--- config.mk ---
export PLATFORM = sky130hd
export DESIGN_NAME = system_0_cpu_0_oci_dct_packer_flat
export DESIGN_NICKNAME = d
export VERILOG_FILES = /design/src/rtl/system_0_cpu_0_oci_dct_packer_if.sv /design/src/rtl/system_0_cpu_0_oci_dct_packer.sv /design/src/flat_wrapper.sv
export SDC_FILE = /design/constraint.sdc
export NUM_CORES = 1
export LEC_CHECK = 0
export CORE_MARGIN = 8
export CORE_UTILIZATION = 61
export CTS_BUF_LIST = sky130_fd_sc_hd__clkbuf_16
export CTS_CLUSTER_SIZE = 10
export DETAILED_ROUTE_END_ITERATION = 8
export PLACE_DENSITY = 0.85
export SLEW_MARGIN = 40
export SYNTH_ARGS = -nofsm -noshare
export SYNTH_HDL_FRONTEND = slang
export SYNTH_SLANG_ARGS = --single-unit
--- constraint.sdc ---
create_clock -name clk -period 5.5 [get_ports clk]
set_input_delay 1.1 -clock clk [delete_from_list [all_inputs] [get_ports clk]]
set_output_delay 1.1 -clock clk [all_outputs]
set_load 0.03 [all_outputs]
--- src/rtl/system_0_cpu_0_oci_dct_packer_if.sv ---
// Frame/atom bus between the CPU trace port, the DCT packer and the OCI trace consumer.
// overflow_count exists only when OCI_DCT_OVERFLOW_CNT_EN is defined.
interface system_0_cpu_0_oci_dct_packer_if;
    logic        atom_valid;
    logic [1:0]  atom;
    logic        dct_flush;
    logic        test_ending;
    logic        frame_ready;
    logic        frame_valid;
    logic [29:0] dct_buffer;
    logic [3:0]  dct_count;
    logic        test_has_ended;
`ifdef OCI_DCT_OVERFLOW_CNT_EN
    logic [7:0]  overflow_count;
`endif

    modport master (
`ifdef OCI_DCT_OVERFLOW_CNT_EN
        input  overflow_count,
`endif
        output atom_valid, atom, dct_flush, test_ending, frame_ready,
        input  frame_valid, dct_buffer, dct_count, test_has_ended
    );

    modport slave (
`ifdef OCI_DCT_OVERFLOW_CNT_EN
        output overflow_count,
`endif
        input  atom_valid, atom, dct_flush, test_ending, frame_ready,
        output frame_valid, dct_buffer, dct_count, test_has_ended
    );
endinterface

--- src/rtl/system_0_cpu_0_oci_dct_packer.sv ---
// Packs 2-bit DCT atoms into 15-slot frames and sequences test_ending -> test_has_ended.
// Define OCI_DCT_OVERFLOW_CNT_EN to add the saturating dropped-atom counter (overflow_count).
//
// state    | meaning
// ST_RUN   | normal packing
// ST_DRAIN | test_ending seen; packing continues until everything has left
// ST_ENDED | all data drained; atoms ignored until reset
module system_0_cpu_0_oci_dct_packer (
    input  logic clk,
    input  logic reset,
    system_0_cpu_0_oci_dct_packer_if.slave bus
);
    localparam int unsigned SLOTS = 15;

    typedef enum logic [1:0] {ST_RUN, ST_DRAIN, ST_ENDED} state_t;

    state_t              state_q, state_d;
    logic [2*SLOTS-1:0]  acc_buf_q, acc_buf_d;
    logic [3:0]          acc_cnt_q, acc_cnt_d;
    logic                acc_closed_q, acc_closed_d;
    logic                flush_pend_q, flush_pend_d;
    logic [2*SLOTS-1:0]  out_buf_q, out_buf_d;
    logic [3:0]          out_cnt_q, out_cnt_d;
    logic                out_valid_q, out_valid_d;

    logic                active, atom_in, out_free, start_flush, flush_eff;
    logic                hard_close, load;
    logic [2*SLOTS-1:0]  nxt_buf, load_buf;
    logic [3:0]          nxt_cnt, load_cnt;
    logic [4:0]          slot_lsb;

    always_ff @(posedge clk or posedge reset) begin
        if (reset) begin
            state_q      <= ST_RUN;
            acc_buf_q    <= '0;
            acc_cnt_q    <= '0;
            acc_closed_q <= 1'b0;
            flush_pend_q <= 1'b0;
            out_buf_q    <= '0;
            out_cnt_q    <= '0;
            out_valid_q  <= 1'b0;
        end else begin
            state_q      <= state_d;
            acc_buf_q    <= acc_buf_d;
            acc_cnt_q    <= acc_cnt_d;
            acc_closed_q <= acc_closed_d;
            flush_pend_q <= flush_pend_d;
            out_buf_q    <= out_buf_d;
            out_cnt_q    <= out_cnt_d;
            out_valid_q  <= out_valid_d;
        end
    end

    always_comb begin
        active      = (state_q != ST_ENDED);
        atom_in     = active && bus.atom_valid;
        out_free    = !out_valid_q || bus.frame_ready;
        start_flush = bus.dct_flush || (bus.test_ending && state_q == ST_RUN);
        flush_eff   = flush_pend_q || start_flush;
        slot_lsb    = {acc_cnt_q, 1'b0};

        nxt_buf      = acc_buf_q;
        nxt_cnt      = acc_cnt_q;
        hard_close   = 1'b0;
        load         = 1'b0;
        load_buf     = '0;
        load_cnt     = '0;
        acc_buf_d    = acc_buf_q;
        acc_cnt_d    = acc_cnt_q;
        acc_closed_d = acc_closed_q;
        flush_pend_d = flush_pend_q;

        if (acc_closed_q) begin
            // A closed accumulator only waits for the output register; the
            // atom arriving on the transfer cycle starts the next frame.
            if (out_free) begin
                load         = 1'b1;
                load_buf     = acc_buf_q;
                load_cnt     = acc_cnt_q;
                acc_buf_d    = '0;
                acc_cnt_d    = '0;
                acc_closed_d = 1'b0;
                flush_pend_d = 1'b0;
                if (atom_in) begin
                    acc_buf_d[1:0] = bus.atom;
                    acc_cnt_d      = 4'd1;
                    acc_closed_d   = (bus.atom == 2'b11);
                end
            end else begin
                flush_pend_d = flush_eff;
            end
        end else begin
            if (atom_in) begin
                nxt_buf[slot_lsb +: 2] = bus.atom;
                nxt_cnt                = acc_cnt_q + 4'd1;
            end
            hard_close = (nxt_cnt == 4'(SLOTS)) || (atom_in && bus.atom == 2'b11);
            if ((hard_close || (flush_eff && nxt_cnt != 4'd0)) && out_free) begin
                load         = 1'b1;
                load_buf     = nxt_buf;
                load_cnt     = nxt_cnt;
                acc_buf_d    = '0;
                acc_cnt_d    = '0;
                flush_pend_d = 1'b0;
            end else begin
                // A flush-only close keeps appending until the output frees up.
                acc_buf_d    = nxt_buf;
                acc_cnt_d    = nxt_cnt;
                acc_closed_d = hard_close;
                flush_pend_d = flush_eff && (nxt_cnt != 4'd0);
            end
        end

        out_buf_d   = out_buf_q;
        out_cnt_d   = out_cnt_q;
        out_valid_d = out_valid_q;
        if (load) begin
            out_buf_d   = load_buf;
            out_cnt_d   = load_cnt;
            out_valid_d = 1'b1;
        end else if (out_valid_q && bus.frame_ready) begin
            out_valid_d = 1'b0;
        end

        state_d = state_q;
        case (state_q)
            ST_RUN:   if (bus.test_ending) state_d = ST_DRAIN;
            ST_DRAIN: if (acc_cnt_q == 4'd0 && !flush_pend_q && !out_valid_q) state_d = ST_ENDED;
            ST_ENDED: state_d = ST_ENDED;
            default:  state_d = ST_RUN;
        endcase
    end

    assign bus.frame_valid    = out_valid_q;
    assign bus.dct_buffer     = out_buf_q;
    assign bus.dct_count      = out_cnt_q;
    assign bus.test_has_ended = (state_q == ST_ENDED);

`ifdef OCI_DCT_OVERFLOW_CNT_EN
    logic [7:0] ovf_q, ovf_d;
    logic       drop;

    always_comb begin
        drop  = atom_in && acc_closed_q && !out_free;
        ovf_d = ovf_q;
        if (drop && ovf_q != 8'hFF) ovf_d = ovf_q + 8'd1;
    end

    always_ff @(posedge clk or posedge reset) begin
        if (reset) ovf_q <= '0;
        else       ovf_q <= ovf_d;
    end

    assign bus.overflow_count = ovf_q;
`endif
endmodule
--- src/flat_wrapper.sv ---
// flat-port wrapper written by rule: the top's interface ports become plain ports
module system_0_cpu_0_oci_dct_packer_flat 
  (clk, reset, bus_atom_valid, bus_atom, bus_dct_flush, bus_test_ending, bus_frame_ready, bus_frame_valid, bus_dct_buffer, bus_dct_count, bus_test_has_ended);
  system_0_cpu_0_oci_dct_packer_if bus_i ();
  input  logic clk;
  input  logic reset;
  input wire logic [$bits(bus_i.atom_valid)-1:0] bus_atom_valid;
  input wire logic [$bits(bus_i.atom)-1:0] bus_atom;
  input wire logic [$bits(bus_i.dct_flush)-1:0] bus_dct_flush;
  input wire logic [$bits(bus_i.test_ending)-1:0] bus_test_ending;
  input wire logic [$bits(bus_i.frame_ready)-1:0] bus_frame_ready;
  output wire logic [$bits(bus_i.frame_valid)-1:0] bus_frame_valid;
  output wire logic [$bits(bus_i.dct_buffer)-1:0] bus_dct_buffer;
  output wire logic [$bits(bus_i.dct_count)-1:0] bus_dct_count;
  output wire logic [$bits(bus_i.test_has_ended)-1:0] bus_test_has_ended;
  assign bus_i.atom_valid = bus_atom_valid;
  assign bus_i.atom = bus_atom;
  assign bus_i.dct_flush = bus_dct_flush;
  assign bus_i.test_ending = bus_test_ending;
  assign bus_i.frame_ready = bus_frame_ready;
  assign bus_frame_valid = bus_i.frame_valid;
  assign bus_dct_buffer = bus_i.dct_buffer;
  assign bus_dct_count = bus_i.dct_count;
  assign bus_test_has_ended = bus_i.test_has_ended;
  system_0_cpu_0_oci_dct_packer u_core (.clk(clk), .reset(reset), .bus(bus_i));
endmodule
==> results_dict.tcl <==
set metrics [dict create \
    cts_tree "yes" \
    portBuffers 43 \
    synth_async_sr_flop_share 1.00 \
    antenna_found_initial 0 \
    swShare 0.430 \
    vias_per_cell 6.76 \
    r2r_slack_ps 2010 \
    yosys.area.top_type "dfrtp_1" \
    combPwrFrac 0.460 \
    via_count 3630 \
    rows 29 \
    dr.pass1.iters 6 \
    fp.dieW_um 97.4 \
    path_clk_slew_ps 60 \
    synthCells 426 \
    synth_compound_area_frac 0.244 \
    pwr-share-clk 0.224 \
    clk_latency_ps 330 \
    die_area_um2 9480 \
    status "complete, no violations" \
    hpwlAfterDp_mm 7.06 \
    grt_pass1_wl_mm 18.1 \
    wire_per_inst_um 20.5 \
    grt_usage 0.230 \
    syn_to_final_growth_pct 17.8 \
    drt-initial-drc-count 445 \
    tightest_slew_ps 886 \
    synth-edff-count 0 \
    p_leak_nw 2.15 \
    cts.sinks 73 \
    yosys.area_share.simple 0.166 \
    cts-buffers-inserted 9 \
    ys_warn_count 0 \
    final_max_slew_viol_count 0 \
    io_pins 44 \
    end_kind "flop" \
    internal_power_mw 1.29 \
    synth-adder-area-share 0.0248 \
    fp.dieH_um 97.4 \
    synth_cell_types 57 \
    worstPathMaxFanout 20 \
    p_sw_mw 0.975 \
    critPathLaunchType "primary input" \
    ys_seq_area_frac 0.452 \
    cts-root-buf "clkbuf_16" \
    rsz0062_at_grt "no" \
    max_slew_margin 0.407 \
    hp-class "flop to flop" \
    ys_seq_elements 73 \
    finalWirelength_mm 11.0 \
    nets 471 \
    cp_data_required_time_ps 5710 \
    worst-setup-path-type "primary input to flop" \
    htreeDepth 3 \
    synth_xor_area_frac 0.00650 \
    overflow 0 \
    ctsHoldBuffers 0 \
    muxShareOfSynthArea 0.0530 \
    syn-num-nets 442 \
    cts.path.max_buffers 2 \
    max_freq_ghz 0.273 \
    timing.hold.ws_ps 494 \
    synth_top_family_by_area "compound AO/OA/AOI/OAI gates" \
    grt_max_degree 59 \
    ir_drop_mv 0.341 \
    finClkSkew_ps 4.95 \
    placed_area_um2 4490 \
    grt_pass1_vias 3563 \
    ys.flop_type "dfrtp_1" \
    routabilityCongestion 0.890 \
    syn-mean-instance-area_um2 9.48 \
    drive_above_1_share 0.0761 \
    drv_cap 0 \
    cts_resized 0 \
    synth_top_area_frac 0.452 \
    cts_setup_buffers 0 \
    hold_violations 0 \
    seqPwrFrac 0.316 \
    totalPowerFinal_mw 2.27 \
    antenna_cells 0 \
    drc 0 \
    timing.final.crit_share 0.667 \
    power_density_nw_per_um2 476 \
    arrival_ps 3880 \
    tns_ps 0 \
    min_period_ps 3670 \
    coreArea_um2 6390 \
    syn_area_um2 4040 \
    initial_core_util 0.633 \
    synth.area.top_cells "dfrtp_1 (45%), mux2i_1 (4.5%), nor2_1 (3.6%)" \
    setup_violations 0 \
    design_area_um2 4760 \
    antenna_left 0 \
]
Yosys cell counts (2+ instances only):
cell        n
o31a_1      2
mux2i_1    18
nand3_1    11
buf_2      10
dfrtp_1    73
and3_1     11
inv_1      14
nor2_1     39
a32o_1      2
buf_6       3
o21ai_1     3
mux2_2      3
a22oi_1     9
nor2b_1     8
a31o_2      3
a31oi_1     9
o31ai_1    10
a2bb2oi_1   2
o22a_1      2
nor3_1     12
o2bb2ai_1   5
and2_1      2
o22ai_1     6
xnor2_1     2
ha_1        8
a211oi_1    3
nand2b_1    3
nor3b_1     2
nand2_1    33
nand4_1     6
a21oi_1    28
clkbuf_1   19
o21ai_0    16
nand3b_1    2
a221o_1    12
a22o_1     14
worst paths after layout:
check / cells past startpoint / from / to
setup / recovery: 5 / bus_atom[1] / u_core.bus.dct_buffer[12]
max in group asynchronous: 3 / reset / u_core.acc_buf_q[11]
min in group asynchronous: 2 / reset / u_core.bus.dct_buffer[13]
hold reg to reg: 1 / u_core.bus.dct_buffer[26] / u_core.bus.dct_buffer[26]
hold / removal: 1 / u_core.bus.dct_buffer[26] / u_core.bus.dct_buffer[26]
setup reg to reg: 8 / u_core.acc_cnt_q[0] / u_core.bus.dct_count[3]
critical path, stage by stage:
cell and delay [ps]:
clkdlybuf4s50_1 940, nand4b_1 530, a21oi_4 600, o21ai_4 260, a221o_1 430
metal layers:
layer / vias to the layer above / GRT usage / wire length, µm
met5: - / 0 / 0
met4: 0 / 0.108 / 209
met2: 200 / 0.366 / 5220
li1: 1634 / - / -
met3: 25 / 0.0441 / 893
met1: 1771 / 0.293 / 4680
power groups by stage:
stage | combinational, mW | sequential, mW | clock (mW)
6_report | 1.04 | 0.715 | 0.508
5_1_grt | 1.12 | 0.726 | 0.536
4_1_cts | 1.03 | 0.713 | 0.511
3_5_place_dp | 1.02 | 0.721 | 0
3_3_place_gp | 0.972 | 0.716 | 0
2_1_floorplan | 0.626 | 0.803 | 0
sequential cells by signal (all words and copies together), names as in the netlist:
signal,count
u_core.acc_buf_q,30
u_core.bus.dct_buffer,30
u_core.acc_cnt_q,4
u_core.bus.dct_count,4
u_core.state_q,2
u_core.acc_closed_q,1
u_core.bus.frame_valid,1
u_core.flush_pend_q,1
stage by stage:
step,utilization,instances,worst slack (ps)
finish,0.745,537,1830
global route,0.745,537,1750
CTS,0.744,537,1770
detailed placement,0.704,521,1420
global placement,0.700,519,1380
floorplan,-,426,2490
cells by family (layout without fill, tap and decap cells):
| kind of cell | count (synthesis) | count (layout) |
|---|---|---|
| buffers and inverters | 48 | 82 |
| DFF | 73 | 73 |
| adders and majority gates | 8 | 8 |
| and+or+nand+nor | 137 | 137 |
| muxes | 21 | 21 |
| xor gates and xnor gates | 3 | 3 |
| AOI/OAI and AO/OA | 136 | 136 |
final cells by class:
type	instances	area [µm²]
well taps	77	96.3
multi-input cells	305	2030
fillers	468	1630
repair buffers	51	490
flip-flops and latches	73	1830
clock inverters	7	30.0
inverters	15	57.6
clock buffers	9	225
cell usage in the layout (no fill, tap or decap), types with 4 or more instances in the layout:
cell             synthesis  layout
o2bb2ai_1                5       5
inv_1                   14      15
buf_4                    0       8
nand2_1                 33      33
a21oi_1                 28      28
ha_1                     8       8
a221o_1                 12      12
a22o_1                  14      14
nand3_1                 11      11
dfrtp_1                 73      73
clkinv_2                 0       4
nor2_1                  39      39
and3_1                  11      11
a31oi_1                  9       9
mux2i_1                 18      18
a22oi_1                  9       9
o31ai_1                 10      10
o21ai_0                 16      16
clkdlybuf4s50_1          0      43
nor3_1                  12      12
nand4_1                  6       6
nor2b_1                  8       8
o22ai_1                  6       6
clkbuf_16                0       9
Power figures use the tool's default switching activity.
